[src/rtl/secure_serdes_burst_encryptor_pkg.sv]
// Shared constants for the burst encryptor: FSM state encoding and key-slice helpers.
package secure_serdes_burst_encryptor_pkg;

    localparam logic [1:0] ST_IDLE  = 2'd0;
    localparam logic [1:0] ST_SHIFT = 2'd1;
    localparam logic [1:0] ST_XOR   = 2'd2;
    localparam logic [1:0] ST_OUT   = 2'd3;

    function automatic int key_slices(input int key_w, input int word_w);
        return key_w / word_w;
    endfunction

    // Index width for the rotating key slice; never narrower than one bit.
    function automatic int key_idx_w(input int key_w, input int word_w);
        return (key_w / word_w > 1) ? $clog2(key_w / word_w) : 1;
    endfunction

endpackage

[src/rtl/serdes_shift_word.sv]
// WORD_W-bit shift register, MSB first, with parallel load.
// Serves as SIPO for the A/B inputs and as PISO for the ciphertext.
module serdes_shift_word #(
    parameter int WORD_W = 8
) (
    input  logic              clk,
    input  logic              rst,
    input  logic              load,
    input  logic [WORD_W-1:0] load_val,
    input  logic              shift_en,
    input  logic              shift_in,
    output logic [WORD_W-1:0] q
);

    always_ff @(posedge clk) begin
        if (rst) begin
            q <= '0;
        end else if (load) begin
            q <= load_val;
        end else if (shift_en) begin
            q <= {q[WORD_W-2:0], shift_in};
        end
    end

endmodule

[src/rtl/secure_serdes_burst_encryptor.sv]
// Burst serial encryptor: shifts in A/B words, XORs with rotating key slices,
// and shifts the ciphertext out MSB first.
//
//  state | meaning
//  IDLE  | waiting for start; len==0 bursts complete here
//  SHIFT | sampling a_bit/b_bit for WORD_W cycles
//  XOR   | combine A, B and key slice; first output bit registered
//  OUT   | emitting remaining ciphertext bits, then next word or done
module secure_serdes_burst_encryptor
    import secure_serdes_burst_encryptor_pkg::*;
#(
    parameter int WORD_W = 8,
    parameter int KEY_W  = 128,
    parameter int LEN_W  = 5
) (
    input  logic             clk,
    input  logic             rst,
    input  logic             start,
    input  logic             mode,
    input  logic [LEN_W-1:0] burst_len,
    input  logic [KEY_W-1:0] key,
    input  logic             a_bit,
    input  logic             b_bit,
    output logic             in_ready,
    output logic             cipher_out,
    output logic             cipher_valid,
    output logic             done,
    output logic             busy
);

    localparam int KEY_SLICES = key_slices(KEY_W, WORD_W);
    localparam int IDX_W      = key_idx_w(KEY_W, WORD_W);
    localparam int CNT_W      = $clog2(WORD_W);
    localparam logic [CNT_W-1:0] CNT_LAST = CNT_W'(WORD_W - 1);
    localparam logic [IDX_W-1:0] IDX_LAST = IDX_W'(KEY_SLICES - 1);

    if ((KEY_W % WORD_W) != 0 || WORD_W < 2) begin : g_param_check
        $error("secure_serdes_burst_encryptor: KEY_W must be a multiple of WORD_W and WORD_W >= 2");
    end

    logic [1:0]        state;
    logic [CNT_W-1:0]  bit_cnt;
    logic [IDX_W-1:0]  word_idx;
    logic [LEN_W-1:0]  words_left;
    logic [KEY_W-1:0]  key_r;
    logic              mode_r;
    logic [WORD_W-1:0] a_q;
    logic [WORD_W-1:0] b_q;
    logic [WORD_W-1:0] cipher_q;
    logic [WORD_W-1:0] word_c;
    logic              cipher_tail_unused;

    assign in_ready = (state == ST_SHIFT);
    assign busy     = (state != ST_IDLE);
    assign word_c   = a_q ^ (mode_r ? '0 : b_q) ^ key_r[word_idx*WORD_W +: WORD_W];

    serdes_shift_word #(.WORD_W(WORD_W)) u_shift_a (
        .clk(clk), .rst(rst), .load(1'b0), .load_val('0),
        .shift_en(in_ready), .shift_in(a_bit), .q(a_q)
    );

    serdes_shift_word #(.WORD_W(WORD_W)) u_shift_b (
        .clk(clk), .rst(rst), .load(1'b0), .load_val('0),
        .shift_en(in_ready), .shift_in(b_bit), .q(b_q)
    );

    // MSB goes straight to cipher_out in XOR, so the register holds the remaining bits.
    serdes_shift_word #(.WORD_W(WORD_W)) u_shift_c (
        .clk(clk), .rst(rst), .load(state == ST_XOR), .load_val({word_c[WORD_W-2:0], 1'b0}),
        .shift_en(state == ST_OUT), .shift_in(1'b0), .q(cipher_q)
    );

    assign cipher_tail_unused = ^cipher_q[WORD_W-2:0];

    always_ff @(posedge clk) begin
        if (rst) begin
            state        <= ST_IDLE;
            bit_cnt      <= '0;
            word_idx     <= '0;
            words_left   <= '0;
            key_r        <= '0;
            mode_r       <= 1'b0;
            cipher_out   <= 1'b0;
            cipher_valid <= 1'b0;
            done         <= 1'b0;
        end else begin
            done <= 1'b0;
            case (state)
                ST_IDLE: begin
                    if (start) begin
                        key_r      <= key;
                        mode_r     <= mode;
                        words_left <= burst_len;
                        word_idx   <= '0;
                        bit_cnt    <= CNT_LAST;
                        if (burst_len == '0) begin
                            done <= 1'b1;
                        end else begin
                            state <= ST_SHIFT;
                        end
                    end
                end
                ST_SHIFT: begin
                    if (bit_cnt == '0) begin
                        state <= ST_XOR;
                    end else begin
                        bit_cnt <= bit_cnt - CNT_W'(1);
                    end
                end
                ST_XOR: begin
                    cipher_out   <= word_c[WORD_W-1];
                    cipher_valid <= 1'b1;
                    bit_cnt      <= CNT_LAST;
                    state        <= ST_OUT;
                end
                ST_OUT: begin
                    if (bit_cnt != '0) begin
                        cipher_out <= cipher_q[WORD_W-1];
                        bit_cnt    <= bit_cnt - CNT_W'(1);
                    end else begin
                        cipher_out   <= 1'b0;
                        cipher_valid <= 1'b0;
                        word_idx     <= (word_idx == IDX_LAST) ? '0 : word_idx + IDX_W'(1);
                        if (words_left == LEN_W'(1)) begin
                            state <= ST_IDLE;
                            done  <= 1'b1;
                        end else begin
                            words_left <= words_left - LEN_W'(1);
                            bit_cnt    <= CNT_LAST;
                            state      <= ST_SHIFT;
                        end
                    end
                end
                default: state <= ST_IDLE;
            endcase
        end
    end

endmodule

[config.mk]
export PLATFORM = sky130hd
export DESIGN_NAME = secure_serdes_burst_encryptor
export DESIGN_NICKNAME = d
export VERILOG_FILES = /design/src/rtl/secure_serdes_burst_encryptor_pkg.sv /design/src/rtl/serdes_shift_word.sv /design/src/rtl/secure_serdes_burst_encryptor.sv
export SDC_FILE = /design/constraint.sdc
export NUM_CORES = 1
export LEC_CHECK = 0
export ABC_AREA = 1
export CAP_MARGIN = 30
export CORE_MARGIN = 5
export CORE_UTILIZATION = 60
export CTS_CLUSTER_SIZE = 14
export DETAILED_ROUTE_END_ITERATION = 8
export DONT_BUFFER_PORTS = 1
export PLACE_DENSITY = 0.76
export SLEW_MARGIN = 20
export SYNTH_ARGS = -nofsm -noshare
export SYNTH_HDL_FRONTEND = slang
export SYNTH_HIERARCHICAL = 1
export SYNTH_SLANG_ARGS = --single-unit
[constraint.sdc]
create_clock -name clk -period 2.6 [get_ports clk]
set_input_delay 0.52 -clock clk [delete_from_list [all_inputs] [get_ports clk]]
set_output_delay 0.52 -clock clk [all_outputs]
set_load 0.02 [all_outputs]
==> flow_results.org <==
** Global routing
- First-pass GRT wire length :: 33100 um
- Total congestion overflow after global routing :: 0
- Initial antenna violation count :: 0
- The number of global-route vias before repair is 6603.
- Entering global routing, the biggest net connects 115 pins.
- All-layer global routing usage :: 25.7%

** Timing
- F_max :: 0.479 GHz
- Minimum clock period after layout :: 2.09 ns
- Slew of the pin with the lowest slew margin :: 0.678 ns
- Setup repair after global routing left no endpoint under its margin.
- Across the routed clock network, the largest skew measured is 0.00507 ns.
- Setup violations remaining at the end of the flow were counted as 0.
- Final-layout worst hold slack :: 0.152 ns
- Final cycle utilization of the critical path :: 80.4%
- Accumulated negative setup slack :: 0 ns
- Final-report hold violation count :: 0
- Max-slew violation count :: 0
- Worst slew margin relative to its limit :: 54.8%
- The worst path meets setup with 0.511 ns of slack.

** Cells and area
- The repair_antennas step left the layout with diodes totalling 0.
- Post-Route Utilization :: 66.0%
- Counting the fill cells in the layout gives 1220.
- Of the cells placed in the final design, the portion with a size suffix greater than 1 is 5.27%.
- Final std cells w/o fill :: 1333
- Net total in the final layout :: 1293
- Compared with the post-synthesis result, the final layout area differs by 8.01%.

** Clocking
- Buffers inserted to repair hold after CTS numbered 0.
- Number of buffers inserted to repair setup after CTS :: 0
- Cell at the root of the clock tree :: sky130_fd_sc_hd__clkbuf_16
- TritonCTS built the clock tree.
- CTS built an H-tree with a depth of 4.
- After clock tree synthesis, the clock-pin slew on the worst setup and hold paths is 0.07 ns.
- The clock passes through at most 2 buffers.
- Once the clock tree was built, the resizer swapped 0 gates to a different size.
- Num CTS Buffers :: 17
- Skew-Pair Late Insertion Delay :: 0.43 ns
- The clock net in this run drives a total of 170 sinks.

** Power
- Per report_power, the clock group accounts for 25.1% of the total.
- The analysis attributes to net switching a power of 0.00405 W.
- Summed over all cells, the static leakage comes to 3.71 nW.
- Power share of the sequential group :: 37.0%
- Internal power comes to 0.00595 W.
- Of the total power, combinational logic draws 37.9%.
- Of the total power, the share spent switching nets is 40.5%.
- Dividing total power by cell area gives a power density of 1150 mW/mm2.
- Worst VDD drop :: 0.000470 V

** Floorplan
- Number of cell rows :: 42
- Die width :: 126 um
- From bottom edge to top edge, the die measures 126 um.
- The die covers 0.0159 mm2.
- In this run the standard cell core region covers 0.0132 mm2.
- Starting utilization of the core area :: 61.1%
- Top-Level Pins :: 144

** Placed design
- Buffers added on ports :: 0
- Placed cell count :: 1301
- After legalization and detailed placement, the total HPWL measured 15000 um.
- The congestion estimate from routability-driven global placement came to 0.914.
- Prior to clock tree synthesis, the placed netlist has a worst setup slack of 0.609 ns.

** Routing
- The first routing iteration left 849 violations.
- Vias :: 7347
- For this run, design rule violations remaining after detail routing come to 0.
- Antenna Nets Post-Route :: 0
- Number of vias per cell :: 5.51
- The first TritonRoute pass finished after 5 iterations.
- In the final routed layout, each cell accounts on average for 15.6 um.
- Wires add up to 20700 um.

** Worst hold path
- The worst hold path belongs to the class primary input to flip-flop.

** Synthesis
- Count of yosys warnings during synthesis :: 6
- Sequential fraction of the synthesis area :: 42.2%
- Number of standard cells after synthesis :: 1169
- Summing every instance area after synthesis gives 0.00806 mm2.
- Number of enable-type register cells in the synthesized netlist :: 0
- Post-synthesis sequential element count :: 170
- Avg Inst Size Synth :: 6.90 um2
- Synthesis instantiated 36 different standard cells from the library.
- Synth Flop Type :: sky130_fd_sc_hd__dfxtp_1
- Share of synthesized flip-flops with an asynchronous set or reset :: 0%

** Setup path
- In this run the worst setup path begins at word_idx[0].
- Crit path required time :: 2.93 ns
- The critical path is of the flip-flop to flip-flop type.
- Worst flop-to-flop path startpoint :: word_idx[0]
- Count of cells along the worst register-to-register path :: 10
- Sort of element at the end of the critical path :: flip-flop
- Arrival time reported for the critical path endpoint :: 2.42 ns
- Largest fanout of any net on the critical path :: 41
- Crit Reg-Reg Endpoint :: u_shift_c/q[2]
- Across all register-to-register paths, the minimum setup slack is 0.51 ns.
- Top cell family by delay on the critical path :: flip-flops
- Cell count along the critical path :: 10
- STA classifies the critical path startpoint as a flip-flop.
- In this run the worst setup path terminates at u_shift_c/q[2].
- WP buf/inv :: 2
- On the worst path, the slowest cell contributes a delay of 0.67 ns.
- List of cells traversed by the critical path :: inv_4, o21ai_0, nand3_1, nand3_1, nand2_1, xor2_1, nand2_1, nand3_1, nand2_1, inv_1
- Among all stages on the critical path, the largest delay is contributed by sky130_fd_sc_hd__dfxtp_2.

** Status
- The flow ran to the end, and the final reports show no timing, DRC or antenna violations.

** Flow run
- Number of maximum-capacitance constraint violations :: 0
==> stage by stage <==
stage | power (W) | area (um2)
after floorplan | 0.00668 | 8130
after global placement | 0.00735 | 8120
after detailed placement | 0.00746 | 8120
after CTS | 0.00996 | 8710
after global routing | 0.0107 | 8710
final | 0.0100 | 8710
==> power by group through the flow <==
| stage | sequential [W] | clock [W] | combinational, W |
|---|---|---|---|
| final | 0.00370 | 0.00251 | 0.00379 |
| after global routing | 0.00377 | 0.00265 | 0.00432 |
| after CTS | 0.00369 | 0.00253 | 0.00374 |
| after detailed placement | 0.00374 | 0 | 0.00372 |
| after global placement | 0.00373 | 0 | 0.00363 |
| after floorplan | 0.00356 | 0 | 0.00312 |
==> worst register-to-register path, cell delays in order (launching register included) <==
cell and delay (ns):
sky130_fd_sc_hd__dfxtp_2 0.67, sky130_fd_sc_hd__inv_4 0.29, sky130_fd_sc_hd__o21ai_0 0.25, sky130_fd_sc_hd__nand3_1 0.13, sky130_fd_sc_hd__nand3_1 0.13, sky130_fd_sc_hd__nand2_1 0.08
sky130_fd_sc_hd__xor2_1 0.14, sky130_fd_sc_hd__nand2_1 0.08, sky130_fd_sc_hd__nand3_1 0.10, sky130_fd_sc_hd__nand2_1 0.08, sky130_fd_sc_hd__inv_1 0.04
==> cells in the final DEF, fill, tap and decap left out, types with 8 or more instances in the layout <==
cell type / count
sky130_fd_sc_hd__dfxtp_1: 169
sky130_fd_sc_hd__a21oi_1: 75
sky130_fd_sc_hd__conb_1: 20
sky130_fd_sc_hd__xor2_1: 10
sky130_fd_sc_hd__nor2_1: 254
sky130_fd_sc_hd__nand2_1: 155
sky130_fd_sc_hd__ha_1: 10
sky130_fd_sc_hd__buf_4: 8
sky130_fd_sc_hd__clkbuf_16: 17
sky130_fd_sc_hd__nand3_1: 73
sky130_fd_sc_hd__o211ai_1: 17
sky130_fd_sc_hd__inv_1: 90
sky130_fd_sc_hd__o21ai_0: 193
==> cell usage after synthesis (11+ instances only) <==
cell type / instances / area, um2
sky130_fd_sc_hd__a21oi_1: 75 / 375
sky130_fd_sc_hd__buf_2: 17 / 85.1
sky130_fd_sc_hd__buf_6: 11 / 124
sky130_fd_sc_hd__clkbuf_1: 38 / 143
sky130_fd_sc_hd__dfxtp_1: 170 / 3400
sky130_fd_sc_hd__inv_1: 91 / 342
sky130_fd_sc_hd__nand2_1: 156 / 586
sky130_fd_sc_hd__nand3_1: 73 / 365
sky130_fd_sc_hd__nor2_1: 254 / 953
sky130_fd_sc_hd__o211ai_1: 17 / 128
sky130_fd_sc_hd__o21ai_0: 193 / 966
==> layout make-up <==
class / instances / area, um2 / area share [%]
inverters: 99 / 375 / 4.31
clock buffers: 19 / 453 / 5.20
well taps: 176 / 220 / 2.53
repair buffers: 14 / 180 / 2.07
clock inverters: 13 / 133 / 1.52
multi-input cells: 842 / 3940 / 45.3
flip-flops and latches: 170 / 3400 / 39.1
==> routing by layer <==
metal  global-route usage [%]  wire (um)
met5                        0          0
met4                     7.89        345
met3                     6.65       1880
met2                     37.2       8790
met1                     37.7       9730
==> worst min-delay path by stage <==
stage	from	endpoint	cells after the start
2_1_floorplan	bit_cnt[0]	bit_cnt[0]	1
3_3_place_gp	bit_cnt[0]	bit_cnt[0]	1
3_5_place_dp	bit_cnt[0]	bit_cnt[0]	1
4_1_cts	rst	u_shift_a/q[6]	1
5_1_grt	rst	cipher_valid	1
6_report	rst	u_shift_b/q[4]	1
==> flip-flops by register name, indices dropped and copies added, names as in the netlist <==
| signal | cells |
|---|---|
| cipher_valid | 1 |
| key_r | 128 |
| mode_r | 1 |
| u_shift_b/q | 8 |
| word_idx | 4 |
| u_shift_c/q | 8 |
| state | 2 |
| cipher_out | 1 |
| u_shift_a/q | 8 |
| done | 1 |
| words_left | 5 |
| bit_cnt | 3 |
==> cell families (layout without fill, tap and decap cells) <==
logic type / after synthesis / count (layout) / synth area share, %
fa+ha+maj: 10 / 10 / 1.55
flops: 170 / 170 / 42.2
other cells: 1 / 20 / 0.0465
buf+inv: 176 / 145 / 9.87
xor+xnor: 13 / 13 / 1.41
simple gates: 493 / 493 / 24.9
compound gates: 306 / 306 / 20.0
(Power assumes the default switching activity.)
